`config.mk`:
```
export PLATFORM = sky130hd
export DESIGN_NAME = strob_seq
export DESIGN_NICKNAME = d
export VERILOG_FILES = /design/src/rtl/strob_seq.sv
export SDC_FILE = /design/constraint.sdc
export NUM_CORES = 1
export LEC_CHECK = 0
export CAP_MARGIN = 20
export CELL_PAD_IN_SITES_DETAIL_PLACEMENT = 0
export CELL_PAD_IN_SITES_GLOBAL_PLACEMENT = 1
export CORE_AREA = 2 2 71 73
export DETAILED_ROUTE_END_ITERATION = 6
export DIE_AREA = 0 0 73 75
export GPL_TIMING_DRIVEN = 0
export PLACE_DENSITY = 0.47
export SYNTH_ARGS = -nofsm -noshare
export SYNTH_HDL_FRONTEND = slang
export SYNTH_SLANG_ARGS = --single-unit
```
`constraint.sdc`:
```
create_clock -name clk_sys -period 2.7 [get_ports clk_sys]
set_input_delay 0.81 -clock clk_sys [delete_from_list [all_inputs] [get_ports clk_sys]]
set_output_delay 0.81 -clock clk_sys [all_outputs]
set_load 0.02 [all_outputs]
```
`src/rtl/strob_seq.sv`:
```
// Microstep timing sequencer: Moore FSM producing mutually exclusive
// STROB1 / STROB2 / GOT phase pulses, with single-step and memory-wait support.
module strob_seq #(
    parameter int unsigned S1_CYCLES  = 2,
    parameter int unsigned S2_CYCLES  = 2,
    parameter int unsigned GOT_CYCLES = 1,
    parameter int unsigned WAIT_MAX   = 255
) (
    input  logic       clk_sys,
    input  logic       clr_,
    input  logic       run,
    input  logic       step,
    input  logic       sl,
    input  logic       wm,
    input  logic       mem_ok,
    output logic       strob1,
    output logic       strob2,
    output logic       got,
    output logic       busy,
    output logic       alarm,
    output logic [2:0] phase
);

    typedef enum logic [2:0] {
        IDLE = 3'd0,
        S1   = 3'd1,
        S2   = 3'd2,
        GOT  = 3'd3,
        WAIT = 3'd4
    } state_t;

    localparam logic [3:0] S1_LAST   = 4'(S1_CYCLES - 1);
    localparam logic [3:0] S2_LAST   = 4'(S2_CYCLES - 1);
    localparam logic [3:0] GOT_LAST  = 4'(GOT_CYCLES - 1);
    localparam logic [7:0] WAIT_LAST = 8'(WAIT_MAX - 1);

    state_t     state;
    state_t     state_nx;
    logic [3:0] cnt;
    logic [7:0] wcnt;
    logic       step_q;
    logic       step_edge;
    logic       timeout;

    assign step_edge = step & ~step_q;

    always_ff @(posedge clk_sys or negedge clr_) begin
        if (!clr_) begin
            state <= IDLE;
        end else begin
            state <= state_nx;
        end
    end

    always_comb begin
        state_nx = state;
        timeout  = 1'b0;
        case (state)
            IDLE: begin
                if (run || step_edge) state_nx = S1;
            end
            S1: begin
                if (cnt == S1_LAST) state_nx = sl ? S2 : GOT;
            end
            S2: begin
                if (cnt == S2_LAST) state_nx = GOT;
            end
            GOT: begin
                if (cnt == GOT_LAST) begin
                    if (wm)       state_nx = WAIT;
                    else if (run) state_nx = S1;
                    else          state_nx = IDLE;
                end
            end
            WAIT: begin
                // mem_ok takes priority over the timeout on the final wait clock
                if (mem_ok) begin
                    state_nx = run ? S1 : IDLE;
                end else if (wcnt == WAIT_LAST) begin
                    state_nx = IDLE;
                    timeout  = 1'b1;
                end
            end
            default: state_nx = IDLE;
        endcase
    end

    always_comb begin
        strob1 = (state == S1);
        strob2 = (state == S2);
        got    = (state == GOT);
        busy   = (state != IDLE);
        phase  = state;
    end

    always_ff @(posedge clk_sys or negedge clr_) begin
        if (!clr_) begin
            cnt  <= '0;
            wcnt <= '0;
        end else if (state_nx != state) begin
            cnt  <= '0;
            wcnt <= '0;
        end else if (state == WAIT) begin
            wcnt <= wcnt + 8'd1;
        end else if (state != IDLE) begin
            cnt  <= cnt + 4'd1;
        end
    end

    always_ff @(posedge clk_sys or negedge clr_) begin
        if (!clr_) begin
            step_q <= 1'b0;
            alarm  <= 1'b0;
        end else begin
            step_q <= step;
            if (timeout) begin
                alarm <= 1'b1;
            end else if (state == IDLE && state_nx == S1) begin
                alarm <= 1'b0;
            end
        end
    end

endmodule

```
# Word-level counts from Yosys, hierarchy flattened
# Index checks and enable logic that the tools add are counted.
[op_classes]
eq_ne = 9
reduce_logical = 9
n_bitwise = 2
n_mux = 20
add_sub_neg = 2
[ops]
columns = ["cell", "count"]
rows = [
  ["3-bit two-way mux", 7],
  ["8-bit two-way mux", 2],
  ["3-bit one-hot mux with 5 select lines", 1],
  ["4-bit two-way mux", 3],
  ["8-bit by 1-bit adder with 8-bit output, second input constant", 1],
  ["8-bit equality test, second input constant", 1],
  ["1-bit two-way mux", 7],
  ["3-bit by 1-bit equality test with 1-bit output, second input constant", 2],
  ["3-bit by 2-bit equality test with 1-bit output, second input constant", 2],
  ["2-bit nonzero test", 3],
  ["4-bit by 1-bit adder with 4-bit output, second input constant", 1],
  ["4-bit by 1-bit equality test with 1-bit output, second input constant", 1],
  ["4-bit zero test", 1],
  ["3-bit equality test, second input constant", 1],
  ["3-bit zero test", 1],
  ["3-bit inequality test", 1],
  ["3-bit nonzero test", 1],
  ["2-bit inequality test, second input constant", 1],
  ["2-bit AND reduction", 1],
  ["1-bit bitwise AND", 1],
  ["1-bit logical AND", 1],
  ["1-bit logical OR", 1],
  ["1-bit NOT", 1],
]
[word_totals]
word_cells = 47
input_bits = 7
reg_bits = 17
output_inout_bits = 8

# Depth between registers and ports, before layout
# Gate-level depths: netlist (run 1).
[logic_depth]
depth_word = 9
depth_mapped = 7
depth_no_buf = 6

# Worst setup path before layout (run 1)
# OpenSTA, ideal clock, no wires.
[synth_timing]
path_kind = "register -> register"
startpoint = "reg state[1] (netlist: phase[1])"
endpoint = "reg cnt[1]"
t_arrival_ps = 1745
path_slack_ps = 826
synth_period_minus_slack_ps = 1874
stages_incl_launch_ff = 6
required_time_ps = 2572
n_path_buf = 1
setup_ps = 128
cell_sequence = "dfrtp_1 > or3_1 > o21bai_4 > a311oi_2 > buf_6 > nor3_2"
[synth_between]
elab_cells_between_ends = 18
cone_classes = "eq/ne: 6; mux: 8; reduce/logical: 4"
[synth_lines]
columns = ["item", "line", "text"]
rows = [
  ["start: declaration", "37", "state_t state;"],
  ["start signal: assignment", "51", "state <= state_nx;"],
  ["3-bit nonzero test", "n/a", ""],
  ["via busy", "19", "output logic busy,"],
  ["2-bit nonzero test (no line)", "n/a", ""],
  ["2-bit AND reduction (no line)", "n/a", ""],
  ["end signal: assignment", "106", "cnt <= cnt + 4'd1;"],
  ["end: declaration", "39", "logic [3:0] cnt;"],
]
# The timed path passes the listed nets, and every way through them passes these cells.
# A chain may end at the register's enable or synchronous reset.

# Worst setup path in the final report (run 1)
[layout_timing]
startpoint = "reg state[2] (netlist: phase[2])"
endpoint = "out strob1"
[layout_between]
elab_chain_len = 1
[layout_rtl]
columns = ["item", "line", "text"]
rows = [
  ["3-bit by 1-bit equality test with 1-bit output", "89", "strob1 = (state == S1);"],
  ["end: declaration", "16", "output logic strob1,"],
]
# No other way between the ends.

==> metrics, run 1 <==
Synth Flop Type dfrtp_1; Total GRT Usage 0.111; global routing's busiest layer met2; hold path depth 1; Sink Count 17; P&R area growth vs syn 21.9%; initial antenna violation count 0; via count 856; Arr. time, crit path 1760 ps; r2r worst-path depth 6; DRT Pass-1 Iters 4; clock power share 0.153; first-pass GRT wire length 4.57 mm; EDFF count, synth 0; post-CTS sizing 0; RD Place Congestion around 0.77; FF+latch count, synth 17; Via-to-Cell Ratio 4.81; worst r2r dst cnt[0]$_DFFE_PN0P_; setup violators final 0; min Tclk post-route 2570 ps; wire length per cell 14.9 um; worst r2r src cnt[0]$_DFFE_PN0P_; clock latency on the worst-skew pair 260 ps; clock buffer count from CTS 3; Period Utilization, post-route 0.951; register area share after synthesis 0.369; Fmax 0.389 GHz; largest net degree at the start of global routing 18; Multi-input gate area 664 um^2; largest area contributor in the netlist dfrtp_1; Worst Path Max Fanout 10; synthesized cell area 1150 um^2; layout cells sized above 1 0.250; met2 Use GR 0.185; Top Ports 15; r2r setup slk 720 ps; Placeable Area between 4000 and 5000 um^2; CTS clk-pin slew, worst paths 80 ps; clk buf depth 2; internal power 723 uW; Post-Synthesis Cells around 110; Worst Setup SP phase[2]$_DFF_PN0_; synth unique cells 41; Setup Crit Path Kind flip-flop to output port; estimated wirelength of the detail-placed design about 2.0 mm; Antenna Nets Post-Route 0; Die ar. 5480 um^2; synthesis warning total 0; die height about 75 um; static leakage 0.566 nW; relative slew slack 0.452; Clock Skews 7.76 ps; Hold-fix buffers, CTS 0; syn_area_per_cell 10.9 um^2; PortBufs 14; TNS Setup 0 ps; sw frac 0.443; met3 Use GR 0.0308; met1 usage 0.143; Net Sw Power 574 uW; fin. max-slew vios 0; Power Total 1.30 mW; Worst-Margin Slew 820 ps; 1st-iter DRT viols 41; power per cell area 923 nW/um^2; RSZ-0062 raised after global routing no; drt total wl 2.65 mm; Max IR drop VDD 280 uV; antenna diode count 0; Fill cells 481; worst path required time 1890 ps; row cnt 25; hold_sp alarm$_DFFE_PN0P_; H-tree level count 1; Initial Util 0.247; Post-CTS Setup Inserts 0; CTS tree done; Hold Path Sink alarm$_DFFE_PN0P_; syn_nets 118; status complete, no violations; FF+latch area 425 um^2; vias in the first global route approximately 880; Synth area leaders dfrtp_1 37%, nor3_2 10%, ha_1 5.4%; grt ovf 0; drc violations 0; combinational fraction of design power 0.578; # nets final 137; CTS root buf clkbuf_8; Hold Fails Final Rpt 0; Worst setup SP type flip-flop; Seq pwr share 0.269; CP Capture Type output port; top-area cell type share of the netlist area 0.369; Die X-Extent 73 um; fraction of registers with async set/reset 1.00; max-cap check violation count 0; Hold Path Class flip-flop to flip-flop
metal layers:
metal	vias to the layer above	wire length [um]
li1	421	-
met1	417	1270
met2	16	1270
met3	2	100
met4	0	12
met5	-	0
power by group through the flow:
stage / clock (mW) / sequential [mW] / combinational [mW]
2_1_floorplan: 0 / 0.360 / 0.524
3_3_place_gp: 0 / 0.353 / 0.761
3_5_place_dp: 0 / 0.356 / 0.764
4_1_cts: 0.208 / 0.351 / 0.768
5_1_grt: 0.219 / 0.358 / 0.822
6_report: 0.198 / 0.349 / 0.750
critical path, cell delays in order, from the launching register on:
cell and delay, ps:
dfrtp_1 410, buf_2 200, nor3b_2 250, clkdlybuf4s50_1 640
through the flow:
stage | setup WS [ps] | area [um^2] | hold slack [ps] | utilization | cells
2_1_floorplan | 826 | 1150 | 514 | - | 106
3_3_place_gp | 202 | 1360 | 492 | 0.292 | 174
3_5_place_dp | 209 | 1360 | 518 | 0.292 | 174
4_1_cts | 105 | 1410 | 536 | 0.301 | 178
5_1_grt | 40.8 | 1410 | 538 | 0.301 | 178
6_report | 131 | 1410 | 522 | 0.301 | 178
cell usage after synthesis, types with 2 or more instances:
| library cell | number |
|---|---|
| a21boi_1 | 2 |
| buf_2 | 2 |
| buf_6 | 3 |
| dfrtp_1 | 17 |
| ha_1 | 5 |
| inv_1 | 5 |
| nand2_1 | 3 |
| nand3_1 | 6 |
| nand4_1 | 4 |
| nor2_1 | 5 |
| nor3_2 | 12 |
| nor3b_2 | 4 |
| o31ai_1 | 2 |
| xnor2_1 | 4 |
| xor2_1 | 6 |
how the worst max path moves through the flow:
stage | end | slack, ps | cells after the start
6_report | strob1 | 130 | 3
5_1_grt | strob1 | 40 | 3
4_1_cts | strob1 | 110 | 3
3_5_place_dp | wcnt[1]$_DFFE_PN0P_ | 210 | 5
3_3_place_gp | wcnt[4]$_DFFE_PN0P_ | 200 | 6
2_1_floorplan | cnt[1]$_DFFE_PN0P_ | 830 | 5
cell families (layout without fill, tap and decap cells):
kind of cell               count (synthesis)  count (layout)  synth area share
and+or+nand+nor                           47              47             0.317
DFF                                       17              17             0.369
AOI/OAI and AO/OA                         16              16             0.121
xor gates and xnor gates                  10              10            0.0760
buffers and inverters                     10              28            0.0543
adders and majority gates                  5               5            0.0543
muxes                                      1               1           0.00869
flip-flops by register name (all words and copies together), names as in the netlist:
name / cells
wcnt: 8
cnt: 4
phase: 3
alarm: 1
step_q: 1
layout make-up:
| cell class | instances | area share |
|---|---|---|
| multi-input cells | 79 | 0.473 |
| flip-flops and latches | 17 | 0.303 |
| inverters | 5 | 0.0134 |
| clock buffers | 4 | 0.0321 |
| well taps | 54 | 0.0481 |
| repair buffers | 14 | 0.0997 |
| plain buffers | 5 | 0.0312 |
cell usage in the layout, fill, tap and decap left out, types with 3 or more instances in the layout:
cell             instances
buf_6                    3
clkbuf_8                 3
clkdlybuf4s50_1         14
dfrtp_1                 17
ha_1                     5
inv_1                    5
nand2_1                  3
nand3_1                  6
nand4_1                  4
nor2_1                   5
nor3_2                  12
nor3b_2                  4
xnor2_1                  4
xor2_1                   6
No activity file was read; power rests on OpenSTA's default activity.
==> inputs of run 2 (changes only) <==
--- a/config.mk
+++ b/config.mk
@@ -11,8 +11,10 @@
 export CORE_AREA = 2 2 71 73
 export DETAILED_ROUTE_END_ITERATION = 6
 export DIE_AREA = 0 0 73 75
+export GPL_ROUTABILITY_DRIVEN = 0
 export GPL_TIMING_DRIVEN = 0
 export PLACE_DENSITY = 0.47
+export SLEW_MARGIN = 10
 export SYNTH_ARGS = -nofsm -noshare
 export SYNTH_HDL_FRONTEND = slang
 export SYNTH_SLANG_ARGS = --single-unit
==> constraint.sdc (replaced) <==
create_clock -name clk_sys -period 2.9 [get_ports clk_sys]
set_input_delay 0.87 -clock clk_sys [delete_from_list [all_inputs] [get_ports clk_sys]]
set_output_delay 0.87 -clock clk_sys [all_outputs]
set_load 0.02 [all_outputs]
==> results of run 2 <==
The final DEF is identical to that of run 1. Status: complete, no violations.
Main changes from that run: setup slack after placement 209 ps -> 349 ps; setup slack after layout 131 ps -> 271 ps; register-to-register setup slack 720 ps -> 920 ps; total power 1.30 mW -> 1.21 mW; worst IR drop on VDD 280 uV -> 261 uV
==> inputs of run 3 (changes only) <==
--- a/config.mk
+++ b/config.mk
@@ -8,9 +8,9 @@
 export CAP_MARGIN = 20
 export CELL_PAD_IN_SITES_DETAIL_PLACEMENT = 0
 export CELL_PAD_IN_SITES_GLOBAL_PLACEMENT = 1
-export CORE_AREA = 2 2 71 73
+export CORE_AREA = 8 8 77 79
 export DETAILED_ROUTE_END_ITERATION = 6
-export DIE_AREA = 0 0 73 75
+export DIE_AREA = 0 0 85 87
 export GPL_ROUTABILITY_DRIVEN = 0
 export GPL_TIMING_DRIVEN = 0
 export PLACE_DENSITY = 0.47
==> metrics, run 3 (synthesis results as in run 1) <==
clk buf depth 2; Hold Path Class flip-flop to flip-flop; H-tree level count 1; antenna diode count 0; via count between 800 and 900; Hold Fails Final Rpt 0; max FFs per register 8; Setup Crit Path Kind flip-flop to output port; post-CTS sizing 0; post-place instance area 1360 um^2; worst r2r dst cnt[0]$_DFFE_PN0P_; PortBufs 14; Sink Count 17; DRT Pass-1 Iters 4; Placeable Area approximately 4800 um^2; Period Utilization, post-route 0.911; Inst Count DP between 150 and 200; grt ovf 0; wire length per cell between 15 and 20 um; first-pass GRT wire length 4.78 mm; final hold slack 519 ps; r2r setup slk 900 ps; drt total wl 2.71 mm; most common cell after layout, fill and taps aside dfrtp_1; relative slew slack 0.452; drc violations 0; hold_sp alarm$_DFFE_PN0P_; Total GRT Usage 0.0815; max-cap check violation count 0; finished layout cell area ~1400 um^2; fin cells 180; CTS tree done; Max IR drop VDD 386 uV; Antenna Nets Post-Route 0; Arr. time, crit path 1770 ps; 1st-iter DRT viols 52; Post-CTS Setup Inserts 0; # nets final 137; fin. max-slew vios 0; CTS root buf clkbuf_8; status complete, no violations; largest net degree at the start of global routing 18; Via-to-Cell Ratio ~4.7; worst r2r src cnt[0]$_DFFE_PN0P_; P&R area growth vs syn 22.3%; CTS clk-pin slew, worst paths 70 ps; Fmax 0.378 GHz; Worst setup SP type flip-flop; Initial Util 0.238; Worst-Margin Slew about 820 ps; setup violators final 0; Hold Path Sink alarm$_DFFE_PN0P_; RSZ-0062 raised after global routing no; hold path depth 1; Worst Path Max Fanout 10; r2r worst-path depth 6; most frequent cells in the layout 17 x dfrtp_1, 14 x clkdlybuf4s50_1, 12 x nor3_2, 6 x nand3_1, 6 x xor2_1; Top reg by flops wcnt; clock buffer count from CTS 3; Fill cells about 500; Hold-fix buffers, CTS 0; TNS Setup 0 ps; Power Total 1.21 mW; clock latency on the worst-skew pair roughly 260 ps; Die ar. roughly 7400 um^2; die height 87 um; Clock Skews 1.45 ps; estimated wirelength of the detail-placed design 2.03 mm; vias in the first global route 904; layout cells sized above 1 0.258; worst path required time 2030 ps; row cnt 26; static leakage 0.569 nW; initial antenna violation count 0; min Tclk post-route 2640 ps; CP Capture Type output port; power per cell area approximately 860 nW/um^2; Die X-Extent 85 um; Top Ports 15
-- run 3: cell types whose count changed in the layout (fill, tap and decap cells not counted), sizes merged --
cell    before  now
clkbuf       4    3
clkinv       0    1
-- run 3: critical path: stages (launching register included) --
cell and delay [ps]:
dfrtp_1 400, buf_2 200, nor3b_2 260, clkdlybuf4s50_1 650
-- run 3: final cells by class --
| type | count | area, um^2 | area share |
|---|---|---|---|
| multi-input combinational | 79 | 664 | 0.472 |
| sequential | 17 | 425 | 0.302 |
| timing repair buffer | 14 | 140 | 0.0995 |
| tap | 56 | 70.1 | 0.0497 |
| buffer | 5 | 43.8 | 0.0311 |
| clock buffer | 3 | 41.3 | 0.0293 |
| inverter | 5 | 18.8 | 0.0133 |
| clock inverter | 1 | 5.00 | 0.00355 |
-- run 3: layer usage --
layer / global-route usage / part of all wire / vias up
li1: - / - / 421
met1: 0.0986 / 0.46 / 410
met2: 0.129 / 0.45 / 18
met3: 0.0358 / 0.076 / 4
met4: 0.0194 / 0.0085 / 0
met5: 0 / 0 / -
-- run 3: worst max-delay path by stage --
| stage | from | slack [ps] | end |
|---|---|---|---|
| 2_1_floorplan | phase[2]$_DFF_PN0_ | 980 | strob1 |
| 3_3_place_gp | run | 340 | wcnt[4]$_DFFE_PN0P_ |
| 3_5_place_dp | run | 350 | cnt[1]$_DFFE_PN0P_ |
| 4_1_cts | phase[2]$_DFF_PN0_ | 250 | strob1 |
| 5_1_grt | phase[2]$_DFF_PN0_ | 180 | strob1 |
| 6_report | phase[2]$_DFF_PN0_ | 260 | strob1 |
-- run 3: where the power goes --
part / internal (mW) / switching, mW
Sequential: 0.272 / 0.0536
Combinational: 0.304 / 0.396
Clock: 0.0957 / 0.0908
Total: 0.671 / 0.541
-- run 3: per-stage QoR --
stage | setup WS (ps) | util
2_1_floorplan | 977 | -
3_3_place_gp | 335 | 0.281
3_5_place_dp | 352 | 0.281
4_1_cts | 253 | 0.291
5_1_grt | 177 | 0.291
6_report | 258 | 0.291
